===== src/rtl/cordic_sincos.sv =====
// Iterative CORDIC sine/cosine engine: one micro-rotation per cycle, one sample in flight.
// Optional macro CORDIC_ROUND_EN: round-half-up instead of truncation when dropping guard bits.
module cordic_sincos #(
  parameter int D_WIDTH = 16,
  parameter int ITERS   = 16,
  parameter int GUARD   = 2
) (
  input  logic               clk,
  input  logic               rst_n,
  input  logic               in_valid,
  output logic               in_ready,
  input  logic [D_WIDTH-1:0] theta,
  output logic               out_valid,
  input  logic               out_ready,
  output logic [D_WIDTH-1:0] sin,
  output logic [D_WIDTH-1:0] cos,
  output logic               busy
);

  localparam int XW = D_WIDTH + GUARD + 2;
  // z also carries GUARD fraction bits, so the atan table is in 2^-GUARD angle units
  localparam int ZW = D_WIDTH + 1 + GUARD;
  localparam int CW = $clog2(ITERS);
  localparam logic [CW-1:0] LAST = CW'(ITERS - 1);

  function automatic int calc_k();
    real k, p;
    k = 1.0;
    p = 1.0;
    for (int i = 0; i < ITERS; i++) begin
      k = k / $sqrt(1.0 + p);
      p = p * 0.25;
    end
    return $rtoi(k * (2.0 ** (D_WIDTH - 1 + GUARD)) + 0.5);
  endfunction

  function automatic logic [ITERS*ZW-1:0] calc_atan();
    logic [ITERS*ZW-1:0] t;
    real p;
    t = '0;
    p = 1.0;
    for (int i = 0; i < ITERS; i++) begin
      t[i*ZW +: ZW] = ZW'($rtoi($atan(p) * (2.0 ** (D_WIDTH + GUARD)) / (2.0 * 3.14159265358979) + 0.5));
      p = p * 0.5;
    end
    return t;
  endfunction

  localparam logic signed [XW-1:0] X_INIT   = XW'(calc_k());
  localparam logic [ITERS*ZW-1:0]  ATAN_TAB = calc_atan();
  localparam logic signed [XW-1:0] HALF     = XW'((2 ** GUARD) / 2);
  localparam logic signed [XW-1:0] OMAX     = XW'((1 << (D_WIDTH - 1)) - 1);
  localparam logic signed [XW-1:0] OMIN     = -OMAX - XW'(1);

  typedef enum logic [1:0] {IDLE, ROT, DONE} state_t;

  state_t                 state, state_nxt;
  logic signed [XW-1:0]   x, y, x_nxt, y_nxt, x_sh, y_sh, c_pre, s_pre;
  logic signed [ZW-1:0]   z, z_nxt, atan_cur;
  logic [CW-1:0]          cnt;
  logic [1:0]             quad;

  function automatic logic [D_WIDTH-1:0] to_out(input logic signed [XW-1:0] v);
    logic signed [XW-1:0] r;
`ifdef CORDIC_ROUND_EN
    r = (v + HALF) >>> GUARD;
`else
    r = v >>> GUARD;
`endif
    if (r > OMAX)      r = OMAX;
    else if (r < OMIN) r = OMIN;
    return r[D_WIDTH-1:0];
  endfunction

  always_comb begin
    atan_cur = ATAN_TAB[cnt*ZW +: ZW];
    x_sh     = x >>> cnt;
    y_sh     = y >>> cnt;
    if (!z[ZW-1]) begin
      x_nxt = x - y_sh;
      y_nxt = y + x_sh;
      z_nxt = z - atan_cur;
    end else begin
      x_nxt = x + y_sh;
      y_nxt = y - x_sh;
      z_nxt = z + atan_cur;
    end
  end

  // Fold the first-quadrant result back to the full circle
  always_comb begin
    case (quad)
      2'd0:    begin c_pre = x;  s_pre = y;  end
      2'd1:    begin c_pre = -y; s_pre = x;  end
      2'd2:    begin c_pre = -x; s_pre = -y; end
      default: begin c_pre = y;  s_pre = -x; end
    endcase
  end

  always_comb begin
    state_nxt = state;
    in_ready  = 1'b0;
    busy      = 1'b1;
    case (state)
      IDLE: begin
        in_ready = 1'b1;
        busy     = 1'b0;
        if (in_valid) state_nxt = ROT;
      end
      ROT:  if (cnt == LAST) state_nxt = DONE;
      DONE: if (out_valid && out_ready) state_nxt = IDLE;
      default: state_nxt = IDLE;
    endcase
  end

  always_ff @(posedge clk or negedge rst_n) begin
    if (!rst_n) begin
      state     <= IDLE;
      x         <= '0;
      y         <= '0;
      z         <= '0;
      cnt       <= '0;
      quad      <= '0;
      sin       <= '0;
      cos       <= '0;
      out_valid <= 1'b0;
    end else begin
      state <= state_nxt;
      case (state)
        IDLE: if (in_valid) begin
          quad <= theta[D_WIDTH-1:D_WIDTH-2];
          x    <= X_INIT;
          y    <= '0;
          z    <= ZW'({2'b00, theta[D_WIDTH-3:0]}) << GUARD;
          cnt  <= '0;
        end
        ROT: begin
          x   <= x_nxt;
          y   <= y_nxt;
          z   <= z_nxt;
          cnt <= (cnt == LAST) ? '0 : cnt + 1'b1;
        end
        DONE: begin
          // First DONE cycle registers the result; it then holds until consumed
          if (!out_valid) begin
            cos       <= to_out(c_pre);
            sin       <= to_out(s_pre);
            out_valid <= 1'b1;
          end else if (out_ready) begin
            out_valid <= 1'b0;
          end
        end
        default: ;
      endcase
    end
  end

endmodule


===== config.mk =====
export PLATFORM = sky130hd
export DESIGN_NAME = cordic_sincos
export DESIGN_NICKNAME = d
export VERILOG_FILES = /design/src/rtl/cordic_sincos.sv
export SDC_FILE = /design/constraint.sdc
export NUM_CORES = 1
export LEC_CHECK = 0
export CAP_MARGIN = 20
export CORE_MARGIN = 2
export CORE_UTILIZATION = 66
export DETAILED_ROUTE_END_ITERATION = 8
export DONT_BUFFER_PORTS = 1
export PLACE_DENSITY = 0.82
export SLEW_MARGIN = 15
export SYNTH_ARGS = -nofsm -noshare
export SYNTH_HDL_FRONTEND = slang
export SYNTH_SLANG_ARGS = --single-unit

===== constraint.sdc =====
create_clock -name clk -period 5.99 [get_ports clk]
set_input_delay 1.198 -clock clk [delete_from_list [all_inputs] [get_ports clk]]
set_output_delay 1.198 -clock clk [all_outputs]
set_load 0.02 [all_outputs]

== Word level (Yosys, flattened, before mapping) ==
Index checks and enable logic that the tools add are counted.

* Word-level logic and storage cells: 69
* Flip-flop bits (word level): 100
* Output and inout port bits: 35
* Bits of input ports: 20

* Equality and inequality tests: 8
* Multipliers: 1
* $add $sub $neg: 9
* Reduce and logical (&&, ||, !) cells: 8
* Bitwise gates (word level): 1
* Order comparisons: 4
* Multiplexer cells: 26
* Shifts and indexed selects: 3

{| class="wikitable"
|+ Operators with widths
! operator !! number
|-
| $shiftx 304x10->19 const A || 1
|-
| $pmux 20 s3 || 2
|-
| $mux 20 || 4
|-
| $pmux 20 s2 || 2
|-
| $mux 16 || 4
|-
| $add 20x20->20 || 2
|-
| $neg 20->20 || 2
|-
| $sshr 20x4->20 || 2
|-
| $sub 20x20->20 || 2
|-
| $mux 19 || 2
|-
| $pmux 19 s2 || 1
|-
| $gt 18x16->1 const B || 2
|-
| $lt 18x16->1 const B || 2
|-
| $add 19x19->19 || 1
|-
| $sub 19x19->19 || 1
|-
| $mul 4x5->9 const B || 1
|-
| $mux 4 || 2
|-
| $pmux 4 s2 || 1
|-
| $mux 2 || 3
|-
| $ne 2x2->1 const B || 3
|-
| $pmux 2 s3 || 1
|-
| $reduce_and 2->1 || 3
|-
| $add 4x1->4 const B || 1
|-
| $eq 2x1->1 const B || 2
|-
| 8 further kinds || 13
|}

== Depth between registers and ports, before layout ==
Gate-level depths: netlist (run 1).

* Word-level depth: 5
* Gate-level depth with buffers: 23
* Depth with buffers taken out: 19

== Worst setup path after synthesis (run 1) ==
OpenSTA, ideal clock, no wires.

* Path type: flip-flop to flip-flop
* From: register cnt[3]
* To: register z[17]
* Data required time: 5868 ps
* Buffers on the path: 4
* Arrival: 5051 ps
* Library setup time: 122 ps
* Cell stages (with the launch flop): 20
* Slack: 818 ps
* Cell sequence: dfrtp_1 -> buf_2 -> buf_1 -> buf_1 -> clkbuf_1 -> o21ai_0 -> o21ai_0 -> inv_1 -> ha_1 -> mux2_2 -> ha_1 -> a21o_1 -> a21o_1 -> a2111oi_0 -> nor3_1 -> nor4_1 -> nor3b_1 -> o311a_1 -> or3_1 -> a32o_1

* Longest elaborated chain between the ends: 5
* Elaborated cells between the ends (all ways): 6

{| class="wikitable"
|+ RTL lines
! element !! line !! text
|-
| start: declaration || 60 || <nowiki>logic [CW-1:0] cnt;</nowiki>
|-
| start signal: assignment || 141 || <nowiki>cnt <= (cnt == LAST) ? '0 : cnt + 1'b1;</nowiki>
|-
| $mul 4x5->9 (*) || 76 || <nowiki>atan_cur = ATAN_TAB[cnt*ZW +: ZW];</nowiki>
|-
| $shiftx 304x10->19 (*) || 76 ||
|-
| $sub 19x19->19 or $add 19x19->19 (tied branches) || 82, 86 ||
|-
| $mux 19 (*) || 79 || <nowiki>if (!z[ZW-1]) begin</nowiki>
|-
| $pmux 19 s2 (*) || 129 || <nowiki>case (state)</nowiki>
|-
| end signal: assignment || 134 || <nowiki>z <= ZW'({2'b00, theta[D_WIDTH-3:0]}) << GUARD;</nowiki>
|-
| end signal: assignment || 140 || <nowiki>z <= z_nxt;</nowiki>
|-
| end: declaration || 59 || <nowiki>logic signed [ZW-1:0] z, z_nxt, atan_cur;</nowiki>
|}

Mark *: on every way between the ends. The rest lies on a longest branch, timed or not.
A chain may end at the register's enable or synchronous reset.

== Worst setup path in the final report (run 1) ==
* From: register cnt[0]
* To: register x[19]

* Longest elaborated chain between the ends: 4
* Elaborated cells between the ends (all ways): 5

{| class="wikitable"
|+ RTL lines
! element !! line !! text
|-
| $sshr 20x4->20 (*) || 78 || <nowiki>y_sh = y >>> cnt;</nowiki>
|-
| $sub 20x20->20 or $add 20x20->20 (tied branches) || 80, 84 ||
|-
| $mux 20 (*) || 79 ||
|-
| $pmux 20 s2 (*) || 129 ||
|-
| end signal: assignment || 138 || <nowiki>x <= x_nxt;</nowiki>
|-
| end: declaration || 58 || <nowiki>logic signed [XW-1:0] x, y, x_nxt, y_nxt, x_sh, y_sh, c_pre, s_pre;</nowiki>
|}

Marked as above.

==> results of run 1 <==
[synth_stat cells (25+ instances only)]
cell      instances
nor3_1           28
nand3_1          32
a211oi_1         25
a21oi_1          76
mux2_2           28
xor2_1           58
mux2i_1          32
inv_1            29
o21ai_0         116
mux4_2           33
clkbuf_1         77
nor2_1          114
ha_1             71
xnor2_1          80
dfrtp_1         100
nand2_1         135
[per-stage QoR]
stage          instance area [um^2]  setup WS, ns  cells  util, %  hold slack [ns]
6_report                      12000         0.454   1565     69.4            0.515
5_1_grt                       12000         0.107   1565     69.4            0.508
4_1_cts                       12000         0.532   1565     69.4            0.515
3_5_place_dp                  11700         0.540   1549     67.8            0.500
3_3_place_gp                  11700         0.667   1549     67.8            0.481
2_1_floorplan                 11600         0.818   1397        -            0.459
[flip-flops by register name, indices dropped and copies added, names as in the netlist]
register,flops
quad,2
cos,16
out_valid,1
sin,16
y,20
cnt,4
z,19
state,2
x,20
[layer usage]
| metal | vias to the layer above | global-route usage (%) |
|---|---|---|
| met2 | 579 | 58.1 |
| met4 | 0 | 21.1 |
| met1 | 5115 | 45.8 |
| met5 | - | 0 |
| li1 | 5017 | - |
| met3 | 151 | 6.93 |
[path summary, 6_finish.rpt]
check | startpoint | endpoint | slack, ns | cells after the start
setup / recovery | cnt[0] | x[19] | 0.45 | 18
setup reg to reg | cnt[0] | x[19] | 0.45 | 18
hold / removal | rst_n | sin[3] | 0.52 | 0
hold reg to reg | z[17] | z[17] | 0.52 | 1
min in group clk | z[17] | z[17] | 0.52 | 1
max in group asynchronous | rst_n | cnt[0] | 5.33 | 0
[cell type report]
class / count / share of cell area [%]
clock inverters: 7 / 0.481
flip-flops and latches: 100 / 21.0
well taps: 225 / 2.35
multi-input cells: 1156 / 70.9
inverters: 31 / 0.973
repair buffers: 37 / 2.43
clock buffers: 9 / 1.88
[logic make-up after synthesis]
kind of cell | after synthesis | share of synthesized area (%)
DFF | 100 | 21.6
muxes | 98 | 12.7
and+or+nand+nor | 428 | 17.5
xor gates and xnor gates | 138 | 10.4
adders and majority gates | 74 | 8.18
buffers and inverters | 141 | 5.25
AOI/OAI and AO/OA | 418 | 24.3
==> metrics list, run 1 <==
- Top cell by count, worst path: o21ai_0
- Buffers plus inverters on the worst setup path: 1
* Maximum achievable frequency: around 180 MHz
- Relative slew slack: 28.2%
* Total DRC errors in the routed layout: 0
- Iteration-0 DRC count of the detailed router: ~1100
- Detailed placement ended at an HPWL of ~24 mm.
- The cell count after synthesis came out at 1397.
- Setup violations remaining at the end of the flow were counted as 0.
- Max Clock Skew: approximately 0.0096 ns
* Weighted congestion at the end of routability-driven global placement: about 0.97
* Top delay family on crit path: compound AO/OA/AOI/OAI gates
- The flow ran to the end, and the final reports show no timing, DRC or antenna violations.
- Final hold violations: 0
* Most common library cell in the layout ignoring fill and taps: nand2_1
* First-pass GRT wire length: 53.2 mm
* Count of port buffers added during placement: 0
- The H-tree was split into 3 levels.
- Synthesis warning total: 0
- Setup repair after global routing left no endpoint under its margin.
* Routed length per instance: roughly 21 um
* Clock-pin slew on the worst setup and hold paths: ~0.080 ns
- Most used cells in the layout excluding fill and tap cells: nand2_1, o21ai_0, nor2_1
- Number of storage elements in the synthesis netlist: 100
- Total routing usage reported by global routing: a little over a third
* Y dimension of the die: between 100 and 150 um
- Clk buf depth: 2
- After synthesis the cells add up to ~12000 um^2.
* Total area of sequential cells: 2510 um^2
- Clock latency on the worst-skew pair, taken at its later pin, is 0.37 ns.
- For this block, wires on met1 add up to roughly 13 mm.
- Hold bufs inserted after CTS: 0
- Via count: between 10000 and 15000
* Commonest register cell after synthesis: dfrtp_1
- In this run, distinct cell masters in the synthesized netlist total 80.
- EDFF count, synth: 0
* WL final: roughly 33 mm
- The tightest min-delay check is of the in -> async type.
- 0 antenna diodes ended up in the layout.
* Cts repair resizes: 0
- Post-synthesis to final-layout area growth: 3.24%
- The floorplan step defined a core boundary enclosing around 17000 um^2.
* Number of global-route vias before repair: slightly above 10000
- Wire segments on met2 add up to between 15 and 20 mm in the final route.
- In this run the top signal layer used is met4.
- Die Footprint: about 19000 um^2
- Measured slew at the worst slew-check pin: around 1.1 ns
- Fill cells in the final layout number about 1400.
* Portion of synthesized cell area occupied by the leading cell type: 21.6%
- CP required: between 6 and 7 ns
- Sequential share of the synthesized area: ~22%
- Count of buffers added by post-CTS timing repair for setup: 0
- STA classifies the critical path startpoint as a register.
- Detailed-routed wire length on met3: roughly 3.0 mm
* Maximum number of pins on one net before global-route repair: just over 100
- Remaining antenna violation count after routing: 0
- Number of max-slew violations in the final report: 0
- For this run, the detailed router's first-pass iteration total came to 5.
- The initialized floorplan defines 48 standard-cell rows.
* Number of clock sinks: 100
* Nets: between 1000 and 1500
- The worst setup path is captured at a register.
- Once the floorplan was initialized, standard cells occupied between 60% and 70% of the core.
- Ranked by total cell area, the synthesized netlist is headed by dfrtp_1, ha_1, mux4_2.
- After detailed routing, the number of vias per cell comes to 6.94.
* CP arrival: roughly 5.8 ns
- TritonCTS built the clock tree.
- Width of the die: 137 um
- Crit path max fanout: 27
- 55 I/O pins were placed.
- dfrtp_1 takes more of the synthesized area than any other cell.
- Final worst-path cycle share: 92.4%
- Root Driver: clkbuf_16
- Of all flip-flops after synthesis, the portion carrying an async set or reset was 100%.
- The multi-input combinational cells in the finished layout cover a total of around 8500 um^2.
* Total grt overflow: 0
- Traced cell by cell, the critical path runs through buf_12, mux2_2, a221oi_1, o2bb2ai_1, or2_2, ha_1, nand2_1, o21ai_0, ha_1, a211oi_1, o21ai_0, a31oi_1, o21ai_0, a2111o_1, a311o_1, or4_1, a211oi_1, o21bai_1.
- Subtracting the final worst setup slack from the clock period gives 5.54 ns.
* Total Neg Setup Slack: 0 ns
- In this run the mean area of a mapped cell was 8.30 um^2.
- Buffers inserted during clock tree synthesis total 9.
- Counting every net in the synthesized netlist gives 1491.
- Number of max-capacitance violations reported: 0
- The initial antenna violation count was 0.
- The largest individual stage delay along the critical path comes from the cell dfrtp_2.
- Startpoint-to-endpoint class of the critical path: reg -> reg
- On the worst path, the slowest cell contributes a delay of about 0.55 ns.
* Layout cells sized above 1: between 10% and 20%
Power of run 1 is left out: the tool's default activity adds up to more than one toggle a clock period on the data nets, which glitch-free logic cannot reach.
==> run 2: changes to the inputs <==
CORE_UTILIZATION = 30   (was 66)
PLACE_DENSITY = unset   (was 0.82)
==> run 2 against run 1 <==
Effect of this change: cell count rose by 18%; clock skew barely moved; global-route usage down 19 points; utilization down 37 points; design area increased by 3.0%; die area rose by 120%; non-clock buffer count down 4; first-iteration DRC count fell by 15%; hold slack got worse by 0.0074 ns; sequential share of layout area decreased by 0.59 points; wire length grew 5.6%; critical endpoint is now y[19]; largest cell class unchanged.
==> metrics list, run 2 (same netlist as run 1, synthesis figures left out) <==
- The core area came to 37800 um^2 (was 17200 um^2).
- Width of the die: 201 um (was 137 um)
- Inserted Clock Buffers: 9 (unchanged)
- CP required: 6.28 ns (was 6.29 ns)
- The via count of the first global-routing pass came to 9875 (was 10100).
- CP arrival: 5.86 ns (was 5.83 ns)
- Total Neg Setup Slack: 0 ns (unchanged)
- Length in cells of the worst reg-to-reg path: 18 (unchanged)
* Number of H-tree levels: 3 (unchanged)
- Launch point of the worst path: cnt[3] (was cnt[0])
- The setup-violating endpoint count in the final report was 0 (unchanged).
* Relative slew slack: 31.8% (was 28.2%)
- Routed length per instance: 19.0 um (was 21.3 um)
- The worst clock skew is 0.00997 ns (was 0.00960 ns).
- Crit path max fanout: 35 (was 27)
- Clk buf depth: 2 (unchanged)
- The count of unresolved DRC violations after routing was 0 (unchanged).
* Count of antenna diodes in the layout: 0 (unchanged)
* Startpoint-to-endpoint class of the critical path: reg -> reg (unchanged)
- Worst hold path class: reg -> reg (was in -> async)
- Y dimension of the die: 201 um (was 137 um)
- The worst flop-to-flop path endpoint is y[19] (was x[19]).
- Launching element type of the critical path: register (unchanged)
- Hold bufs inserted after CTS: 0 (unchanged)
- Root Driver: clkbuf_16 (unchanged)
- Measured slew at the worst slew-check pin: 1.02 ns (was 1.07 ns)
- The first-pass iteration count of the detailed router is 5 (unchanged).
- The global placement routability congestion was 0.918 (was 0.970).
- The post-CTS setup buffer count is 0 (unchanged).
- The residual overflow from global routing was 0 (unchanged).
* RSZ-0062 raised after global routing: false (unchanged)
- Clock-pin slew on the worst setup and hold paths: 0.08 ns (about the same)
* Clock latency reported for the late side of the worst-skew pair: 0.38 ns (was 0.37 ns)
* Sink of the worst hold path: z[17]
- The number of placement rows came to 71 (was 48).
- WL final: 35.2 mm (was 33.3 mm)
- Maximum achievable frequency: 180 MHz (was 181 MHz)
- Registers with the most flip-flops: x: 20 flops, y: 20 flops, z: 19 flops (unchanged).
- Hold wc startpoint: z[17]
- Most common library cell in the layout ignoring fill and taps: nand2_1 (unchanged)
- Maximum number of pins on one net before global-route repair: 101 (unchanged)
- Most used cells in the layout excluding fill and tap cells: nand2_1, o21ai_0, nor2_1 (unchanged)
- Instance count along the most critical hold path: 1
- Layout cells sized above 1: 10.6% (was 10.7%)
- The total track usage came to 17.2% (was 36.3%).
- TritonCTS clock tree: yes (unchanged)
* Initial antenna violation count: 0 (unchanged)
- The post-DP HPWL came to 26.1 mm (was 24.2 mm).
- Number of max-slew violations in the final report: 0 (unchanged)
- Initial core utilization: 30.6% (was 67.2%)
- The first-iteration detailed-routing DRC count came to 909 (was 1074).
* Number of clock sinks: 100 (unchanged)
- The number of max-capacitance violations reported was 0 (unchanged).
* Number of top-level pins: 55 (unchanged)
- Critical path endpoint category: register (unchanged)
- Via/cell ratio: 5.74 (was 6.94)
- Post-synthesis to final-layout area growth: 6.36% (was 3.24%)
- Final hold violations: 0 (unchanged)
- The count of nets left with antenna violations after detail routing was 0 (unchanged).
- The routed via count was 10600 (was 10900).
- The number of buffers added on ports is 0 (unchanged).
- Final worst-path cycle share: 92.9% (was 92.4%)
- Flop-to-flop setup slack: 0.42 ns (was 0.45 ns)
* First-pass GRT wire length: 56.3 mm (was 53.2 mm)
- Nets: 1425 (was 1429)
- Die Footprint: 40200 um^2 (was 18600 um^2)
- The reg-to-reg critical path startpoint is cnt[3] (was cnt[0]).
- Status: finished, final reports clean (unchanged)
- Shortest period the worst path allows: 5.57 ns (was 5.54 ns)
[run 2: changes by cell type in the layout (fill, tap and decap cells not counted), sizes merged]
| cell | change |
|---|---|
| clkinvlp | -2 |
| inv | +1 |
| clkinv | +1 |
| buf | -4 |
[run 2: worst max-delay path, stage by stage (launching register included)]
cell and delay, ns:
dfrtp_2 0.80, buf_12 0.26, nand2_1 0.14, a32o_1 0.27
a211oi_1 0.55, o21a_1 0.24, nand3b_1 0.30, nand2_1 0.14
xnor2_1 0.17, ha_1 0.25, nor3_1 0.25, nand2_1 0.09
o21ai_0 0.55, a211oi_1 0.24, o2111ai_1 0.34, a31oi_1 0.18
o211a_1 0.15, or4_1 0.46, o211ai_1 0.09
[run 2: timing repair]
action | 4_1_cts | 5_1_grt
gates resized for setup | 0 | 1
hold endpoints to repair | 0 | 0
setup endpoints to repair | 0 | 1
[run 2: metrics by stage]
step | instance area (um^2) | util [%] | cells | setup WS, ns | hold slack [ns]
after floorplan | 11600 | - | 1397 | 0.818 | 0.459
after global placement | 12000 | 31.8 | 1831 | 0.527 | 0.485
after detailed placement | 12000 | 31.8 | 1831 | 0.458 | 0.491
after CTS | 12300 | 32.6 | 1847 | 0.390 | 0.508
after global routing | 12300 | 32.6 | 1847 | 0.179 | 0.504
final | 12300 | 32.6 | 1847 | 0.424 | 0.508
[run 2: cell type report]
cell class	instances	area (um^2)
Timing Repair Buffer	33	273
Sequential cell	100	2510
Multi-Input combinational cell	1156	8490
Tap cell	511	639
Clock inverter	7	68.8
Clock buffer	9	225
Inverter	31	116
Fill cell	4019	25500
[run 2: how the worst max path moves through the flow]
stage	end	depth (start not counted)
CTS	x[19]	17
global route	x[19]	17
detailed placement	x[19]	17
floorplan	z[17]	19
finish	y[19]	18
global placement	z[17]	18
[run 2: layer usage]
layer | routed length [um] | up-vias | global-route usage, %
met5 | 0 | - | 0
met3 | 2780 | 58 | 3.49
met1 | 16000 | 5128 | 24.1
met2 | 15600 | 391 | 26.8
met4 | 783 | 0 | 4.97
li1 | - | 5020 | -
Power of run 2 is left out for the same reason.
==> run 3: changes to the inputs <==
PLACE_DENSITY = 0.51   (was unset)
==> run 3 against run 2 <==
Effect of this change: die area stayed put; cell count is 0.70% higher; highest routed layer unchanged; sequential share of layout area is 0.17 points lower.
==> metrics list, run 3 (same netlist as run 1, synthesis figures left out) <==
- Status: finished, final reports clean (unchanged)
- Via count: 10400 (was 10600)
* Final Setup Violations: 0 (unchanged)
* Die Footprint: 40200 um^2 (unchanged)
* Total routing usage reported by global routing: 18.4% (was 17.2%)
* # rows: 71 (unchanged)
- The final period utilization is 90.4% (was 92.9%).
- Number of max-capacitance violations reported: 0 (unchanged)
- The most common library cell in the layout ignoring fill and taps is nand2_1 (unchanged).
* Post-synthesis to final-layout area growth: 7.24% (was 6.36%)
* Shortest period the worst path allows: 5.41 ns (was 5.57 ns)
- The I/O pin count is 55 (unchanged).
- The number of diodes added for antenna fixing is 0 (unchanged).
- Weighted congestion at the end of routability-driven global placement: 0.906 (was 0.918)
- The count of unresolved DRC violations after routing came to 0 (unchanged).
* Measured slew at the worst slew-check pin: 1.02 ns (about the same)
- The first-pass GRT wire length is 58.9 mm (was 56.3 mm).
* Layout cells sized above 1: 11.3% (was 10.6%)
* Registers with the most flip-flops: x: 20 flops, y: 20 flops, z: 19 flops (unchanged)
- The number of buffers added by the clock tree synthesis step is 9 (unchanged).
- The CTS H-tree depth is 3 (unchanged).
* Number of cells in the finished layout apart from fillers: 1860 (was 1847)
- Remaining antenna violation count after routing: 0 (unchanged)
- Total grt overflow: 0 (unchanged)
- Number of global-route vias before repair: 9951 (was 9875)
* Clock latency reported for the late side of the worst-skew pair: 0.37 ns (was 0.38 ns)
- Hold bufs inserted after CTS: 0 (unchanged)
- The final cell utilization of the core came to 32.8% (was 32.6%).
- The clock transition at the registers of the reported paths is 0.08 ns (about the same).
- The required time of the critical path is 6.29 ns (was 6.28 ns).
- The largest buffer count on any clock path came to 2 (unchanged).
* Startpoint-to-endpoint class of the critical path: reg -> reg (unchanged)
* Routed length per instance: 20.1 um (was 19.0 um)
- CP arrival: 5.72 ns (was 5.86 ns)
- Number of max-slew violations in the final report: 0 (unchanged)
- The number of endpoints with negative hold slack in the final report was 0 (unchanged).
- Count of port buffers added during placement: 0 (unchanged)
* Worst hold-check slack: 0.509 ns (was 0.508 ns)
* Y dimension of the die: 201 um (unchanged)
- The clock tree from TritonCTS is yes (unchanged).
- Root Driver: clkbuf_16 (unchanged)
* Width of the die: 201 um (unchanged)
* Critical path endpoint category: register (unchanged)
- The first-iteration detailed-routing DRC count is 780 (was 909).
* Number of clock sinks: 100 (unchanged)
* Placed cells: 1844 (was 1831)
* Most used cells in the layout excluding fill and tap cells: nand2_1, o21ai_0, nor2_1 (unchanged)
- The total number of nets in the final design is 1438 (was 1425).
* Crit path max fanout: 20 (was 35)
- The worst clock skew came to 0.00788 ns (was 0.00997 ns).
- The initial antenna violation count came to 1 (was 0).
- The via-per-instance ratio is 5.58 (was 5.74).
- First-pass iteration count of the detailed router: 7 (was 5)
* WL final: 37.4 mm (was 35.2 mm)
- The setup total negative slack is 0 ns (unchanged).
- Final HPWL from detailed placement: 27.9 mm (was 26.1 mm)
- The worst max-slew margin expressed relative to the limit was 31.8% (about the same).
- The path class of the lowest-slack min-delay path is in -> async (was reg -> reg).
- The kind of start point of the critical path is a register (unchanged).
- Placeable core region: 37800 um^2 (unchanged)
- RSZ-0062 raised after global routing: false (unchanged).
- The starting density of the core came to 30.6% (unchanged).
* Maximum achievable frequency: 185 MHz (was 180 MHz)
- Maximum number of pins on one net before global-route repair: 101 (unchanged)
[run 3: path summary, 6_finish.rpt]
path                              from     end  slack [ns]  cells after the start
worst max-delay path            cnt[0]   x[19]        0.58                     18
worst min-delay path             rst_n  cos[1]        0.51                      0
worst max register to register  cnt[0]   x[19]        0.58                     18
worst min register to register   z[17]   z[17]        0.51                      1
max in group asynchronous        rst_n  cnt[1]        5.31                      0
min in group clk                 z[17]   z[17]        0.51                      1
[run 3: cell type report]
class	instances	area, um^2
well taps	511	639
fillers	4068	25400
clock inverters	7	106
repair buffers	46	345
clock buffers	9	225
flip-flops and latches	100	2510
inverters	31	116
multi-input cells	1156	8490
[run 3: what timing repair did]
item	CTS	global route
resized for setup	0	1
setup endpoints to repair	0	1
setup buffers	0	0
[run 3: through the flow]
step                setup slack (ns)  cell area, um^2
global route                   0.129            12400
CTS                            0.476            12400
finish                         0.576            12400
floorplan                      0.818            11600
detailed placement             0.467            12100
global placement               0.585            12100
[run 3: routing by layer]
layer  global-route usage (%)  up-vias  wire, um
li1                         -     5030         -
met1                     24.4     5021     17100
met2                     30.4      287     17400
met3                     3.51       41      2020
met4                     5.21        0       902
met5                        0        -         0
[run 3: worst max-delay path, stage by stage, from the launching register on]
cell      delay (ns)
dfrtp_2         0.68
buf_4           0.29
mux4_2          0.51
nor2_1          0.11
o21a_1          0.13
or2_2           0.12
ha_1            0.22
nand2_1         0.06
o21ai_0         0.14
ha_1            0.33
a211oi_1        0.35
o21ai_0         0.17
a31oi_1         0.37
o21ai_0         0.31
a2111o_1        0.47
a311o_1         0.29
or4_1           0.43
a211oi_1        0.23
o21bai_1        0.13
Power of run 3 is left out for the same reason.
